**src/rtl/bot_upd_handshake.sv**
```systemverilog
// ---------------------------------------------------------------------------
// bot_upd_handshake
//
// Handshake and snapshot stage between rojobot31 and the SweRVolf GPIO /
// interrupt path.
//
// Each rising edge of the rojobot register-update strobe becomes a level
// request (o_botupdt_sync) towards software. A coherent copy of the botinfo
// registers is frozen in o_botinfo_snap for that request. Software clears
// the request with i_int_ack. One update that arrives during the acknowledge
// is buffered and re-presented once the ack is released. Side outputs count
// update edges, count overwritten (lost) updates, and flag a request that
// waited too long for an ack.
//
// Ports
//   clk             in   1       bot clock, all logic on posedge
//   rstn            in   1       asynchronous reset, active-low
//   i_upd_sysregs   in   1       rojobot update strobe (rising edge used)
//   i_botinfo       in   INFO_W  live rojobot registers
//   i_int_ack       in   1       software acknowledge (level)
//   o_botupdt_sync  out  1       update pending to software (level)
//   o_botinfo_snap  out  INFO_W  botinfo captured for the pending update
//   o_upd_cnt       out  CNT_W   update edges seen, wraps
//   o_ovr_cnt       out  CNT_W   updates lost to overwrite, saturates
//   o_timeout       out  1       sticky: request waited ACK_TIMEOUT cycles
// ---------------------------------------------------------------------------
module bot_upd_handshake #(
    parameter int INFO_W      = 32,
    parameter int CNT_W       = 16,
    parameter int ACK_TIMEOUT = 0,
    parameter int TO_W        = 24
) (
    input  logic              clk,
    input  logic              rstn,
    input  logic              i_upd_sysregs,
    input  logic [INFO_W-1:0] i_botinfo,
    input  logic              i_int_ack,
    output logic              o_botupdt_sync,
    output logic [INFO_W-1:0] o_botinfo_snap,
    output logic [CNT_W-1:0]  o_upd_cnt,
    output logic [CNT_W-1:0]  o_ovr_cnt,
    output logic              o_timeout
);

    localparam logic [1:0] ST_IDLE     = 2'd0;
    localparam logic [1:0] ST_PEND     = 2'd1;
    localparam logic [1:0] ST_ACK_HOLD = 2'd2;

    // Timeout compare value; only meaningful when the timeout is enabled.
    localparam bit              TO_EN   = (ACK_TIMEOUT != 0);
    localparam logic [TO_W-1:0] TO_LAST = (ACK_TIMEOUT == 0) ? '0 : TO_W'(ACK_TIMEOUT - 1);

    // Overrun counter never wraps: it sticks at all-ones.
    function automatic logic [CNT_W-1:0] sat_inc(input logic [CNT_W-1:0] v);
        return (&v) ? v : v + CNT_W'(1);
    endfunction

    logic [1:0]        state;
    logic [1:0]        state_nxt;
    logic              upd_q;
    logic              evt;
    logic              defer_vld;
    logic              defer_vld_nxt;
    logic [INFO_W-1:0] defer_info;
    logic [INFO_W-1:0] defer_info_nxt;
    logic [INFO_W-1:0] snap_nxt;
    logic              ovr_inc;
    logic              pend_entry;
    logic              pend_exit_ack;
    logic [TO_W-1:0]   to_cnt;

    // A strobe held high yields a single event; upd_q is cleared by reset so a
    // strobe held through reset release still produces one event.
    assign evt = i_upd_sysregs & ~upd_q;

    // Request level is a decode of the registered state, so it is glitch-free.
    assign o_botupdt_sync = (state == ST_PEND);

    always_comb begin
        state_nxt      = state;
        snap_nxt       = o_botinfo_snap;
        defer_vld_nxt  = defer_vld;
        defer_info_nxt = defer_info;
        ovr_inc        = 1'b0;

        case (state)
            ST_IDLE: begin
                if (evt) begin
                    state_nxt = ST_PEND;
                    snap_nxt  = i_botinfo;
                end
            end

            ST_PEND: begin
                if (i_int_ack) begin
                    // Software is reading the current snapshot: a new update
                    // must not disturb it, so it goes to the one-deep buffer.
                    state_nxt = ST_ACK_HOLD;
                    if (evt) begin
                        defer_vld_nxt  = 1'b1;
                        defer_info_nxt = i_botinfo;
                    end
                end else if (evt) begin
                    // Not yet consumed: freshest data wins, old one is lost.
                    snap_nxt = i_botinfo;
                    ovr_inc  = 1'b1;
                end
            end

            ST_ACK_HOLD: begin
                if (evt) begin
                    defer_vld_nxt  = 1'b1;
                    defer_info_nxt = i_botinfo;
                    if (defer_vld) begin
                        ovr_inc = 1'b1;
                    end
                end
                if (!i_int_ack) begin
                    if (defer_vld || evt) begin
                        // An update arriving on the release cycle is newer
                        // than anything in the buffer, so it bypasses it.
                        state_nxt     = ST_PEND;
                        snap_nxt      = evt ? i_botinfo : defer_info;
                        defer_vld_nxt = 1'b0;
                    end else begin
                        state_nxt = ST_IDLE;
                    end
                end
            end

            default: begin
                state_nxt = ST_IDLE;
            end
        endcase
    end

    assign pend_entry    = (state_nxt == ST_PEND) && (state != ST_PEND);
    assign pend_exit_ack = (state == ST_PEND) && (state_nxt == ST_ACK_HOLD);

    always_ff @(posedge clk or negedge rstn) begin
        if (!rstn) begin
            state          <= ST_IDLE;
            upd_q          <= 1'b0;
            o_botinfo_snap <= '0;
            defer_vld      <= 1'b0;
            defer_info     <= '0;
            o_upd_cnt      <= '0;
            o_ovr_cnt      <= '0;
            to_cnt         <= '0;
            o_timeout      <= 1'b0;
        end else begin
            state          <= state_nxt;
            upd_q          <= i_upd_sysregs;
            o_botinfo_snap <= snap_nxt;
            defer_vld      <= defer_vld_nxt;
            defer_info     <= defer_info_nxt;

            if (evt) begin
                o_upd_cnt <= o_upd_cnt + CNT_W'(1);
            end

            if (ovr_inc) begin
                o_ovr_cnt <= sat_inc(o_ovr_cnt);
            end

            // to_cnt counts cycles spent in the current PEND visit.
            if (pend_entry) begin
                to_cnt <= '0;
            end else if (state == ST_PEND) begin
                to_cnt <= to_cnt + TO_W'(1);
            end

            // An acknowledge wins over a timeout that would fire on the same
            // edge; the flag only reports requests that are still unserved.
            if (pend_exit_ack) begin
                o_timeout <= 1'b0;
            end else if (TO_EN && (state == ST_PEND) && (to_cnt == TO_LAST)) begin
                o_timeout <= 1'b1;
            end
        end
    end

endmodule

```
**config.mk**
```make
export PLATFORM = sky130hd
export DESIGN_NAME = bot_upd_handshake
export DESIGN_NICKNAME = d
export VERILOG_FILES = /design/src/rtl/bot_upd_handshake.sv
export SDC_FILE = /design/constraint.sdc
export NUM_CORES = 1
export LEC_CHECK = 0
export CAP_MARGIN = 20
export CORE_ASPECT_RATIO = 0.75
export CORE_MARGIN = 3
export CORE_UTILIZATION = 50
export DETAILED_ROUTE_END_ITERATION = 10
export PLACE_DENSITY = 0.87
export SYNTH_ARGS = -nofsm -noshare
export SYNTH_HDL_FRONTEND = slang
export SYNTH_SLANG_ARGS = --single-unit
```
**constraint.sdc**
```tcl
create_clock -name clk -period 2.4 [get_ports clk]
set_input_delay 0.6 -clock clk [delete_from_list [all_inputs] [get_ports clk]]
set_output_delay 0.6 -clock clk [all_outputs]
set_load 0.02 [all_outputs]
```
Yosys cells after proc, flatten, opt, wreduce, memory -nomap -nowiden
Cells that the tools add are included.
{ "word_totals": {"register_bits": 100, "word_cells": 51} }
{ "op_classes": {"n_addsub": 2, "eq_ne": 7, "muxes": 23, "bitwise": 3, "reduce_logical": 9} }
{ "op_table": {"columns": ["cell", "n"], "rows": [
  ["$mux 32", 6],
  ["$pmux 32 s3", 1],
  ["$pmux 32 s2", 1],
  ["$add 16x1->16 const B", 2],
  ["$reduce_and 16->1", 1],
  ["$ne 2x2->1 const B", 5],
  ["$mux 1", 9],
  ["$mux 2", 3],
  ["$pmux 2 s3", 1],
  ["$pmux 1 s2", 2],
  ["$reduce_and 2->1", 2],
  ["$reduce_and 4->1", 1],
  ["$reduce_and 3->1", 1],
  ["$reduce_bool 3->1", 1],
  ["$eq 2x1->1 const B", 1],
  ["$eq 2x2->1 const B", 1],
  ["$logic_not 2->1", 1],
  ["$not 1->1", 2],
  ["$reduce_bool 2->1", 1],
  ["$and 1x1->1", 1],
  ["$logic_or 1x1->1", 1]
]} }

Longest topological paths before layout
{ "depth": {"ltp_word": 6, "depth_mapped": 7, "mapped_depth_nobuf": 6} }

Least setup slack after synthesis
Ideal clock, no wire load.
{ "synth_path": {"path_kind": "register to register", "start": "register state[1]", "end": "register o_botinfo_snap[10]", "arrival_ns": 1.821, "t_required_ns": 2.275, "slack_ns": 0.454, "stages_incl_launch_ff": 7, "period_less_slack_ns": 1.946, "cell_sequence": "dfrtp_1 > inv_1 > ha_1 > or3_4 > a21oi_4 > buf_6 > mux2_2"} }
{ "synth_via": {"elab_chain_len": 3, "elab_cells_between_ends": 9} }
{ "synth_lines": {"columns": ["element", "line", "text"], "rows": [
  ["start: declaration", "58", "logic [1:0] state;"],
  ["start signal: assignment", "152", "state <= state_nxt;"],
  ["$eq 2x1->1 *", null, null],
  ["via o_botupdt_sync", "38", "output logic o_botupdt_sync,"],
  ["$ne 2x2->1 (no source line) or $reduce_bool 3->1 (tied branches)", null, null],
  ["$reduce_and 4->1 (no source line)", null, null],
  ["end signal: assignment", "154", "o_botinfo_snap <= snap_nxt;"],
  ["end: declaration", "39", "output logic [INFO_W-1:0] o_botinfo_snap,"]
]} }
The timed path passes the listed nets; every way through them passes the cells marked *.
A chain may end at the register's enable or synchronous reset.

Final worst setup path
{ "layout_path": {"start": "register o_ovr_cnt[4]", "end": "output port o_ovr_cnt[4]"} }
{ "layout_rtl": {"columns": ["element", "line", "text"], "rows": [
  ["start: declaration", "41", "output logic [CNT_W-1:0] o_ovr_cnt,"],
  ["start signal: assignment", "163", "o_ovr_cnt <= sat_inc(o_ovr_cnt);"]
]} }
No word-level cell between the ends.

==> results.sh <==
export IMPL_slowest_delay_ns=0.67
export IMPL_rsz0062_at_grt="no"
export IMPL_die_y_um=89.1
export IMPL_slew_headroom_pct=60.9
export IMPL_hold_viol=0
export IMPL_outcome="completed"
export IMPL_cpLargestDelayFamily="buffers and inverters"
export IMPL_yosys_warnings=0
export IMPL_fill_cells=622
export IMPL_coreArea_mm2=0.00871
export IMPL_antenna_cells=0
export IMPL_vias_per_cell=5.42
export IMPL_synthesis_nets=381
export IMPL_dieWidth_um=117
export IMPL_grt_pass1_vias=3139
export IMPL_fin_nets=493
export IMPL_clk_pin_slew_worst_paths_ns=0.06
export IMPL_grt_max_degree=47
export IMPL_drcViolationCount=0
export IMPL_finalSetupViolCount=0
export IMPL_multi_input_area_mm2=0.00200
export IMPL_arrival_ns=1.51
export IMPL_cts_made_buffers=9
export IMPL_dpl_hpwl_um=6640
export IMPL_insertion_delay_ns=0.33
export IMPL_crit_type="reg -> out"
export IMPL_wl_per_cell_um=16.6
export IMPL_maxCapViolCount=0
export IMPL_max_freq_mhz=473
export IMPL_skew_ns=0.00652
export IMPL_synth_async_reset_ratio_pct=100
export IMPL_ant_nets=0
export IMPL_finalWirelength_um=9320
export IMPL_leakagePower_nw=2.65
export IMPL_synth_edff_count=0
export IMPL_track_usage_pct=18.7
export IMPL_worst_path_buf_inv=1
export IMPL_end_kind="output port"
export IMPL_tns_ns=0
export IMPL_cts_sinks=100
export IMPL_dr_pass1_iters=4
export IMPL_clockRootBuffer="clkbuf_16"
export IMPL_ys_flop_type="dfrtp_1"
export IMPL_ys_ff_latch=100
export IMPL_rows=29
export IMPL_avgSynthCellArea_um2=13.6
export IMPL_clk_path_buf_depth=2
export IMPL_drtIter0Drc=152
export IMPL_fin_crit_sh_pct=88.1
export IMPL_grt_pass1_wl_um=15200
export IMPL_num_vias=3046
export IMPL_synthesis_area_mm2=0.00460
export IMPL_syn_to_final_growth_pct=32.8
export IMPL_powerDensity_mw_per_mm2=1150
export IMPL_port_buffers=100
export IMPL_worst_slew_pin_slew_ns=0.586
export IMPL_hp_class="in -> async"
export IMPL_yosysSeqAreaShare_pct=54.4
export IMPL_required_ns=1.80
export IMPL_register_area_mm2=0.00250
export IMPL_layout_drive_gt1_share_pct=30.4
export IMPL_syn_inst=338
export IMPL_start_util_pct=52.8
export IMPL_crit_path_max_fanout=6
export IMPL_cts_tree="done"
export IMPL_period_minus_slack_ns=2.11
export IMPL_placed_cell_area_mm2=0.00580
export IMPL_cts_max_level=3
export IMPL_design_area_mm2=0.00611
export IMPL_postCtsSetupBuffers=0
export IMPL_antenna_found_initial=0
export IMPL_overflow=0
export IMPL_crit_chain="clkdlybuf4s50_1"
export IMPL_slowest_stage="clkdlybuf4s50_1"
export IMPL_yosysUniqueCellTypes=40
export IMPL_gp_congestion=0.785
export IMPL_critPathLaunchType="register"
export IMPL_cts_hold_buffers_added=0
export IMPL_dieArea_mm2=0.0104
export IMPL_boundaryPins=102
export IMPL_ir_worst_vdd_mv=0.761
export IMPL_drv_slew=0
==> state kept, by name, indices dropped and copies added (netlist names) <==
signal / flops
upd_q: 1
defer_info: 32
o_upd_cnt: 16
o_ovr_cnt: 16
o_botinfo_snap: 32
state: 2
defer_vld: 1
==> kinds of logic after synthesis <==
group / after synthesis / share of synthesized area, %
mux: 101 / 24.8
flops: 100 / 54.4
fa+ha+maj: 7 / 1.90
simple gates: 73 / 9.52
buf+inv: 18 / 2.37
compound gates: 12 / 1.99
other cells: 1 / 0.0815
xor+xnor: 26 / 4.95
==> final timing paths <==
check	from	to	slack [ns]	cells past startpoint
hold reg to reg	o_upd_cnt[15]$_DFFE_PN0P_	o_upd_cnt[15]$_DFFE_PN0P_	0.46	1
max in group asynchronous	rstn	o_ovr_cnt[1]$_DFFE_PN0P_	1.51	2
hold / removal	rstn	o_botinfo_snap[24]$_DFFE_PN0P_	0.27	1
setup / recovery	o_ovr_cnt[4]$_DFFE_PN0P_	o_ovr_cnt[4]	0.29	1
setup reg to reg	state[0]$_DFFE_PN0P_	o_botinfo_snap[29]$_DFFE_PN0P_	0.33	6
min in group clk	o_upd_cnt[15]$_DFFE_PN0P_	o_upd_cnt[15]$_DFFE_PN0P_	0.46	1
==> timing repair <==
item | CTS | global route
hold endpoints to repair | 0 | 0
endpoints found under the setup margin | 0 | 1
resized for setup | 0 | 1
==> through the flow <==
step	power [mW]	worst slack, ns	hold WS, ns	std cells	utilization, %
finish	7.01	0.285	0.272	562	70.2
floorplan	4.42	0.454	0.304	338	-
CTS	7.11	0.0134	0.284	562	70.1
global placement	5.49	0.00378	0.459	547	66.6
detailed placement	5.63	-0.0277	0.456	547	66.6
global route	7.41	0.231	0.310	562	70.2
==> cell usage after synthesis, types with 2 or more instances <==
master   instances  area share (%)
nand2_1         17             1.4
buf_2            6            0.65
dfrtp_1        100              54
buf_6            4            0.98
and4_1           3            0.57
xnor2_1         10             1.9
o21ai_0          5            0.54
nand3_1          8            0.87
mux2_2         100              24
xor2_1          16             3.0
nand4_1          7            0.95
nor4_1           8             1.1
nor2b_1          2            0.27
and2_1           2            0.27
inv_1            6            0.49
nor3b_1          3            0.49
nor2_1           4            0.33
nor3_1           9            0.98
ha_1             7             1.9
==> power breakdown <==
part           internal, mW  total [mW]  switching, mW  leakage [nW]
combinational          1.59        2.80           1.21          1.27
sequential             2.34        2.77          0.422          1.23
clock                 0.888        1.45          0.559         0.149
==> routing by layer <==
metal / track usage (%) / vias up / share of wire (%)
met2: 30.6 / 68 / 48
met4: 5.21 / 0 / 0.97
li1: - / 1434 / -
met1: 25.0 / 1534 / 46
met5: 0 / - / 0
met3: 4.74 / 10 / 4.9
==> final cells by class <==
class / instances / area share [%]
timing repair buffer: 113 / 18.8
clock buffer: 14 / 4.48
clock inverter: 1 / 0.492
inverter: 6 / 0.369
tap: 108 / 2.21
sequential: 100 / 41.0
multi-input combinational: 220 / 32.7
==> layout by cell type (no fill, tap or decap), drive strengths merged <==
cell,synthesis,layout
mux2,101,101
dfrtp,100,100
clkdlybuf4s50,0,98
nand2,17,17
xor2,16,16
buf,11,14
clkbuf,1,14
xnor2,10,10
nor3,9,9
nor4,9,9
nand3,8,8
nand4,8,8
ha,7,7
inv,6,6
o21ai,6,6
nor2,5,5
and4,3,3
nor3b,3,3
and2,2,2
nor2b,2,2
a21oi,2,2
and3b,1,1
nand2b,1,1
a32o,1,1
nand4b,1,1
or2,1,1
and2b,1,1
and3,1,1
o2111ai,1,1
or3,1,1
o21bai,1,1
o32a,1,1
conb,1,1
bufinv,0,1
dlymetal6s2s,0,1
Power figures use the tool's default switching activity.
